==> src/rtl/bias_act_stage.sv <==
// rtl/bias_act_stage.sv - bias add with saturation and hard activation on a captured dot_prod result vector
// One element per cycle through a 2-stage pipeline; the full vector is held for the consumer until outAck.
module bias_act_stage #(
    parameter int NROW     = 32,
    parameter int QN       = 6,
    parameter int QM       = 11,
    parameter int ACT_TYPE = 0,
    localparam int BITWIDTH = QN + QM + 1,
    localparam int VEC_W    = BITWIDTH * NROW
) (
    input  logic             clock,
    input  logic             reset,
    input  logic             dataReady,
    input  logic [VEC_W-1:0] dotVec,
    input  logic [VEC_W-1:0] biasVec,
    input  logic             outAck,
    output logic             busy,
    output logic             outValid,
    output logic [VEC_W-1:0] outVec,
    output logic             overrun
);

    localparam int AW = (NROW > 1) ? $clog2(NROW) : 1;
    localparam logic [AW-1:0] LAST = AW'(NROW - 1);

    localparam logic signed [BITWIDTH-1:0] SAT_MAX = {1'b0, {(BITWIDTH-1){1'b1}}};
    localparam logic signed [BITWIDTH-1:0] SAT_MIN = {1'b1, {(BITWIDTH-1){1'b0}}};
    localparam logic signed [BITWIDTH-1:0] ONE     = BITWIDTH'(1 << QM);
    localparam logic signed [BITWIDTH-1:0] NEG_ONE = -ONE;
    localparam logic signed [BITWIDTH:0]   ONE_W   = (BITWIDTH+1)'(1 << QM);
    localparam logic signed [BITWIDTH:0]   HALF_W  = (BITWIDTH+1)'(1 << (QM - 1));

    typedef enum logic [1:0] {IDLE, RUN, DONE} stateType;

    stateType state;
    logic [AW-1:0] idx;
    logic issuing;
    logic s1Valid;
    logic [AW-1:0] s1Idx;
    logic signed [BITWIDTH-1:0] s1Sum;

    logic signed [BITWIDTH-1:0] xMem   [NROW];
    logic signed [BITWIDTH-1:0] bMem   [NROW];
    logic signed [BITWIDTH-1:0] outMem [NROW];

    logic acceptNew;

    function automatic logic signed [BITWIDTH-1:0] satAdd(
        input logic signed [BITWIDTH-1:0] a,
        input logic signed [BITWIDTH-1:0] b
    );
        logic signed [BITWIDTH:0] s;
        s = {a[BITWIDTH-1], a} + {b[BITWIDTH-1], b};
        if (s[BITWIDTH] != s[BITWIDTH-1])
            return s[BITWIDTH] ? SAT_MIN : SAT_MAX;
        return s[BITWIDTH-1:0];
    endfunction

    function automatic logic signed [BITWIDTH-1:0] activate(input logic signed [BITWIDTH-1:0] s);
        logic signed [BITWIDTH:0] t;
        logic signed [BITWIDTH-1:0] y;
        t = '0;
        y = s;
        if (ACT_TYPE == 0) begin
            // arithmetic shift floors toward -inf, which the sigmoid slope relies on
            t = $signed({s[BITWIDTH-1], s}) >>> 2;
            t = t + HALF_W;
            if (t < 0)
                y = '0;
            else if (t > ONE_W)
                y = ONE;
            else
                y = t[BITWIDTH-1:0];
        end else if (ACT_TYPE == 1) begin
            if (s > ONE)
                y = ONE;
            else if (s < NEG_ONE)
                y = NEG_ONE;
            else
                y = s;
        end
        return y;
    endfunction

    assign acceptNew = dataReady && ((state == IDLE) || (state == DONE && outAck));

    always_ff @(posedge clock) begin
        if (acceptNew) begin
            for (int i = 0; i < NROW; i++) begin
                xMem[i] <= dotVec[i*BITWIDTH +: BITWIDTH];
                bMem[i] <= biasVec[i*BITWIDTH +: BITWIDTH];
            end
        end
    end

    always_ff @(posedge clock) begin
        if (reset) begin
            state    <= IDLE;
            idx      <= '0;
            issuing  <= 1'b0;
            s1Valid  <= 1'b0;
            s1Idx    <= '0;
            s1Sum    <= '0;
            busy     <= 1'b0;
            outValid <= 1'b0;
            overrun  <= 1'b0;
            for (int i = 0; i < NROW; i++)
                outMem[i] <= '0;
        end else begin
            overrun <= 1'b0;
            s1Valid <= 1'b0;

            if (state == RUN && issuing) begin
                s1Valid <= 1'b1;
                s1Idx   <= idx;
                s1Sum   <= satAdd(xMem[idx], bMem[idx]);
                idx     <= idx + AW'(1);
                if (idx == LAST)
                    issuing <= 1'b0;
            end

            // last slot write and outValid land on the same edge
            if (s1Valid) begin
                outMem[s1Idx] <= activate(s1Sum);
                if (s1Idx == LAST) begin
                    outValid <= 1'b1;
                    state    <= DONE;
                end
            end

            case (state)
                IDLE: begin
                    if (dataReady) begin
                        idx     <= '0;
                        issuing <= 1'b1;
                        busy    <= 1'b1;
                        state   <= RUN;
                    end
                end
                RUN: begin
                    if (dataReady)
                        overrun <= 1'b1;
                end
                DONE: begin
                    if (outAck) begin
                        outValid <= 1'b0;
                        if (dataReady) begin
                            idx     <= '0;
                            issuing <= 1'b1;
                            state   <= RUN;
                        end else begin
                            busy  <= 1'b0;
                            state <= IDLE;
                        end
                    end else if (dataReady) begin
                        overrun <= 1'b1;
                    end
                end
                default: state <= IDLE;
            endcase
        end
    end

    for (genvar g = 0; g < NROW; g++) begin : g_pack
        assign outVec[g*BITWIDTH +: BITWIDTH] = outMem[g];
    end

endmodule
==> config.mk <==
export PLATFORM = sky130hd
export DESIGN_NAME = bias_act_stage
export DESIGN_NICKNAME = d
export VERILOG_FILES = /design/src/rtl/bias_act_stage.sv
export SDC_FILE = /design/constraint.sdc
export NUM_CORES = 2
export LEC_CHECK = 0
export BUFFER_PORTS_ARGS = -buffer_cell sky130_fd_sc_hd__buf_4
export CAP_MARGIN = 20
export CORE_AREA = 4 4 672 674
export DETAILED_ROUTE_END_ITERATION = 10
export DIE_AREA = 0 0 676 678
export SYNTH_ARGS = -nofsm -noshare
export SYNTH_HDL_FRONTEND = slang
export SYNTH_SLANG_ARGS = --single-unit
==> constraint.sdc <==
create_clock -name clock -period 29.5 [get_ports clock]
set_clock_uncertainty 0.15 [all_clocks]
set_input_delay 4.425 -clock clock [delete_from_list [all_inputs] [get_ports clock]]
set_output_delay 4.425 -clock clock [all_outputs]
set_load 0.02 [all_outputs]
### Word level (Yosys, flattened, before mapping)

Memory sizes are Yosys's and may differ from the RTL's. A register that Yosys moved wholly into a read port is not among the register bits.
Index checks and enable logic that the tools add are counted.

* bits of input ports: 1156
* bits in writable memories: 1728
* bits in latches: 0
* memories: 3
* bits in registers: 35
* ROM bits: 0
* word-level logic and storage cells: 82
* output and inout port bits: 579

Memories
* bMem: words 32, bits a word 18, read ports 1, clocked after memory_dff 1, wr ports 32, line 43 `logic signed [BITWIDTH-1:0] bMem [NROW];`
* outMem: words 32, bits a word 18, read ports 32, clocked after memory_dff 0, wr ports 32, line 44 `logic signed [BITWIDTH-1:0] outMem [NROW];`
* xMem: words 32, bits a word 18, read ports 1, clocked after memory_dff 1, wr ports 32, line 42 `logic signed [BITWIDTH-1:0] xMem [NROW];`

* $add $sub $neg: 3
* mux-type cells: 49
* equal/unequal tests: 8
* $mul: 0
* divide/modulo/power cells: 0
* bitwise gates (word level): 0
* reduce and logical (&&, ||, !) cells: 8
* shifts and indexed selects: 0
* magnitude comparators: 2

Operators with widths (number)
* $mux 18: 8
* $mux 5: 6
* $mux 1: 26
* $add 18x18->19: 1
* $reduce_or 18->1: 1
* $add 16x12->17 const B: 1
* $gt 17x13->1 const B: 1
* $lt 17x1->1 const B: 1
* $eq 5x5->1 const B: 2
* $pmux 5 s2: 1
* $mux 2: 4
* $ne 2x2->1 const B: 3
* $pmux 1 s2: 3
* $pmux 2 s3: 1
* $add 5x1->5 const B: 1
* $reduce_and 4->1: 1
* $logic_and 1x1->1: 3
* $eq 2x1->1 const B: 1
* $eq 2x2->1 const B: 1
* $logic_not 2->1: 1
* $reduce_bool 2->1: 1
* $logic_or 1x1->1: 1
* $ne 1x1->1: 1

### Depth between registers and ports, before layout

* depth after elaboration: 7
* mapped depth: 21
* mapped depth without buffers: 15

### Least setup slack after synthesis

Ideal clock, no wire load.

* kind: input to register
* start point: in outAck
* end point: mem bMem[0][0] in the netlist's numbering (enable)
* arrival: 26.912 ns
* slack: 0.950 ns
* stages: 4
* path buffers: 0
* path through: inv_1 -> nor2_1 -> o21ai_0 -> inv_1

RTL lines
* from (decl): line 16 `input logic outAck,`
* to (decl): line 43

==> metrics.md <==
| Metric | Value |
|---|---|
| Pre-CTS setup slack | `18,980 ps` |
| Simple-gate share of the synthesized area | `4.75%` |
| Synth Flop Type | `edfxtp_1` |
| Max_cap viols | `0` |
| Sw Share | `23.8%` |
| Multi-input gate area | `0.0131 mm²` |
| DR WL met3 | `17,500 µm` |
| Post-synth EDFFs | `1,664` |
| Vias per cell | `3.30` |
| Clock Latency Late Sink | `880 ps` |
| Final min period | `9670 ps` |
| Post-Synth Adder-Cell Area | `0.705%` |
| Layout cells sized above 1 | `46.0%` |
| Sink Count | `1,697` |
| Post-route DRC | `0` |
| Outcome | `finished, final reports clean` |
| Final HPWL DP | `199,000 µm` |
| Slew Viols, Final | `0` |
| WP data required | `29,810 ps` |
| Starting Density | `14.4%` |
| Die Area | `0.458 mm²` |
| Power share of the clock group | `41.1%` |
| Clock-pin transition on the worst setup and hold timing paths | `70 ps` |
| Fillers | `46,965` |
| Comb pwr share | `8.9%` |
| CTS H-Tree Depth | `4` |
| I/O Buffers | `1,670` |
| Routed met2 length | `143,000 µm` |
| Num ports | `1,735` |
| Vias | `36,927` |
| Avg Synthesized Cell Area | `20.1 µm²` |
| Vias in the first global route | `37,563` |
| Static leakage | `31.8 nW` |
| First-pass DRT Iterations | `5` |
| CTS hold repair buffers | `0` |
| Synth Cell Area | `0.0641 mm²` |
| Mapped Cells | `3,195` |
| Die span in x | `676 µm` |
| Seq cells post-synth | `1,697` |
| Crit Path Category | `input port to flop` |
| Post-synth top area cell | `edfxtp_1` |
| Worst Hold Launch | `issuing` |
| Max VDD drop | `0.0475 mV` |
| Die Y | `678 µm` |
| Worst Setup SP | `outAck` |
| Initial antenna violation count | `87` |
| Routability Congestion | `0.817` |
| Uppermost layer routed | `met5` |
| Worst setup EP type | `flop` |
| Seq/Total Area, Yosys | `79.0%` |
| R2R Path Start | `idx[0]` |
| Total Routing Usage GR | `10.7%` |
| Main combinational cell family by area after synthesis | `multiplexers` |
| Post-synth top area share | `78.0%` |
| Area Overhead vs Synth | `41.1%` |
| Compound-Gate Fraction of Synth Area | `1.38%` |
| Worst-path fanout max | `174` |
| Final #Nets | `6,252` |
| Count leader, synth | `edfxtp_1` |
| Internal | `0.00437 W` |
| Met1 wire length | `90,400 µm` |
| Clock Path Buffers | `4` |
| Initial drt markers | `3,195` |
| # resized after CTS | `0` |
| Final setup viols | `0` |
| P per Cell Area | `63.4 mW/mm²` |
| Hold Violations, Final | `0` |
| Net Switching | `0.00137 W` |
| Max-slew headroom | `23.2%` |
| Critical path arrival | `9980 ps` |
| First-pass GRT wire length | `331,000 µm` |
| Warning count from the yosys run | `0` |
| Total CTS buffers | `190` |
| Fmax | `103 MHz` |
| Routed wire per std cell | `23.1 µm` |
| Tcrit/Tclk final | `32.8%` |
| CTS tree | `built` |
| Rows | `245` |
| Slew @ Worst Pin | `1140 ps` |
| Cell variety after synth | `70` |
| Synth Area in XOR/XNOR | `0.219%` |
| FFs w/ async S/R, synth | `0%` |
| Mux share of post-synthesis cell area | `12.0%` |
| Total negative slack | `0 ps` |
| Antenna viol nets, final | `0` |
| FF+latch area | `0.0506 mm²` |
| Startpoint Class | `input port` |
| Hold Path Class | `flop to flop` |
| Root Driver | `clkbuf_16` |
| RSZ-0062 raised after global routing | `false` |
| Seq pwr share | `49.9%` |
| Most instantiated cells after synthesis | `edfxtp_1 (1,664), nor2_1 (423), mux4_2 (342)` |
| Setup Fix Bufs, Post-CTS | `0` |
| Core area | `0.445 mm²` |
| Top cells by area, synth | `edfxtp_1 (78%), mux4_2 (12%), nor2_1 (2.5%), nand2_1 (1.1%), dfxtp_1 (1.0%)` |
| GRT overflow | `0` |
| Largest net degree at the start of global routing | `185` |
| Fin worst setup slack | `19,830 ps` |
| Total routed wirelength | `258,000 µm` |
per-layer routing:
layer | up-vias | global-route usage, %
met3 | 339 | 2.28
met5 | - | 0
met1 | 18737 | 11.5
li1 | 16163 | -
met4 | 10 | 2.75
met2 | 1678 | 20.8
critical path, cell delays in order:
cell     delay [ps]
buf_4           110
inv_1            90
nor2_1          200
o21ai_0         290
inv_8           690
buf_4           770
buf_4           680
buf_4           720
buf_4           800
buf_12          630
layout make-up:
| cell class | count | share of cell area [%] |
|---|---|---|
| Inverter | 15 | 0.0719 |
| Multi-Input combinational cell | 1431 | 14.5 |
| Timing Repair Buffer | 1736 | 14.5 |
| Clock buffer | 230 | 5.47 |
| Clock inverter | 114 | 1.25 |
| Sequential cell | 1697 | 56.0 |
| Tap cell | 5928 | 8.20 |
| Antenna cell | 28 | 0.0775 |
path summary, 6_finish.rpt:
kind	cells after the start	endpoint	slack, ps
max	10	bMem[6][6]	19830
min	2	issuing	330
max reg2reg	18	s1Sum[8]	21350
min reg2reg	2	issuing	330
layout by cell type, fill, tap and decap left out, drive strengths merged, types with 3 or more instances in the layout:
master,synthesis,routed
buf,95,1736
edfxtp,1664,1664
nor2,423,423
mux4,342,342
clkbuf,148,230
nand2,197,197
conb,1,192
clkinv,1,75
nand2b,35,35
dfxtp,33,33
inv,14,33
diode,0,28
ha,25,25
a21oi,24,24
a211oi,19,19
o21ai,15,15
nand3,15,15
bufinv,0,15
a21o,13,13
maj3,13,13
nor3,11,11
xnor2,9,9
xor2,7,7
o211ai,7,7
a31oi,6,6
clkinvlp,0,6
nor3b,6,6
and2,5,5
and3,4,4
or2,4,4
nor2b,4,4
nor4,4,4
nand4,4,4
nand3b,4,4
and3b,3,3
or3,3,3
state kept, by name, indices dropped and copies added, names as in the netlist:
signal    flops
bMem        576
state         2
s1Sum        16
idx           5
outValid      1
s1Valid       1
outMem      512
busy          1
overrun       1
issuing       1
s1Idx         5
xMem        576
cells by family after synthesis:
family	count (synthesis)
buf+inv	258
compound gates	112
fa+ha+maj	38
flops	1697
other cells	1
xor+xnor	16
mux	343
simple gates	730
stage by stage:
stage                     hold WS [ps]  area (µm²)  total power, W  instances  utilization, %
after detailed placement           321       84300         0.00344      10805            18.9
after floorplan                    296       64800         0.00324       3386               -
final                              334       90500         0.00574      11179            20.3
after global placement             313       84300         0.00343      10805            18.9
after CTS                          335       90300         0.00582      11149            20.3
after global routing               390       90400         0.00595      11170            20.3
power by group through the flow:
stage | clock, W | combinational, W | sequential [W]
6_report | 0.00236 | 0.000511 | 0.00286
5_1_grt | 0.00253 | 0.000547 | 0.00287
4_1_cts | 0.00243 | 0.000524 | 0.00287
3_5_place_dp | 0 | 0.000523 | 0.00291
3_3_place_gp | 0 | 0.000521 | 0.00291
2_1_floorplan | 0 | 0.000198 | 0.00305
Note: power is estimated with default switching activity, not from simulation.
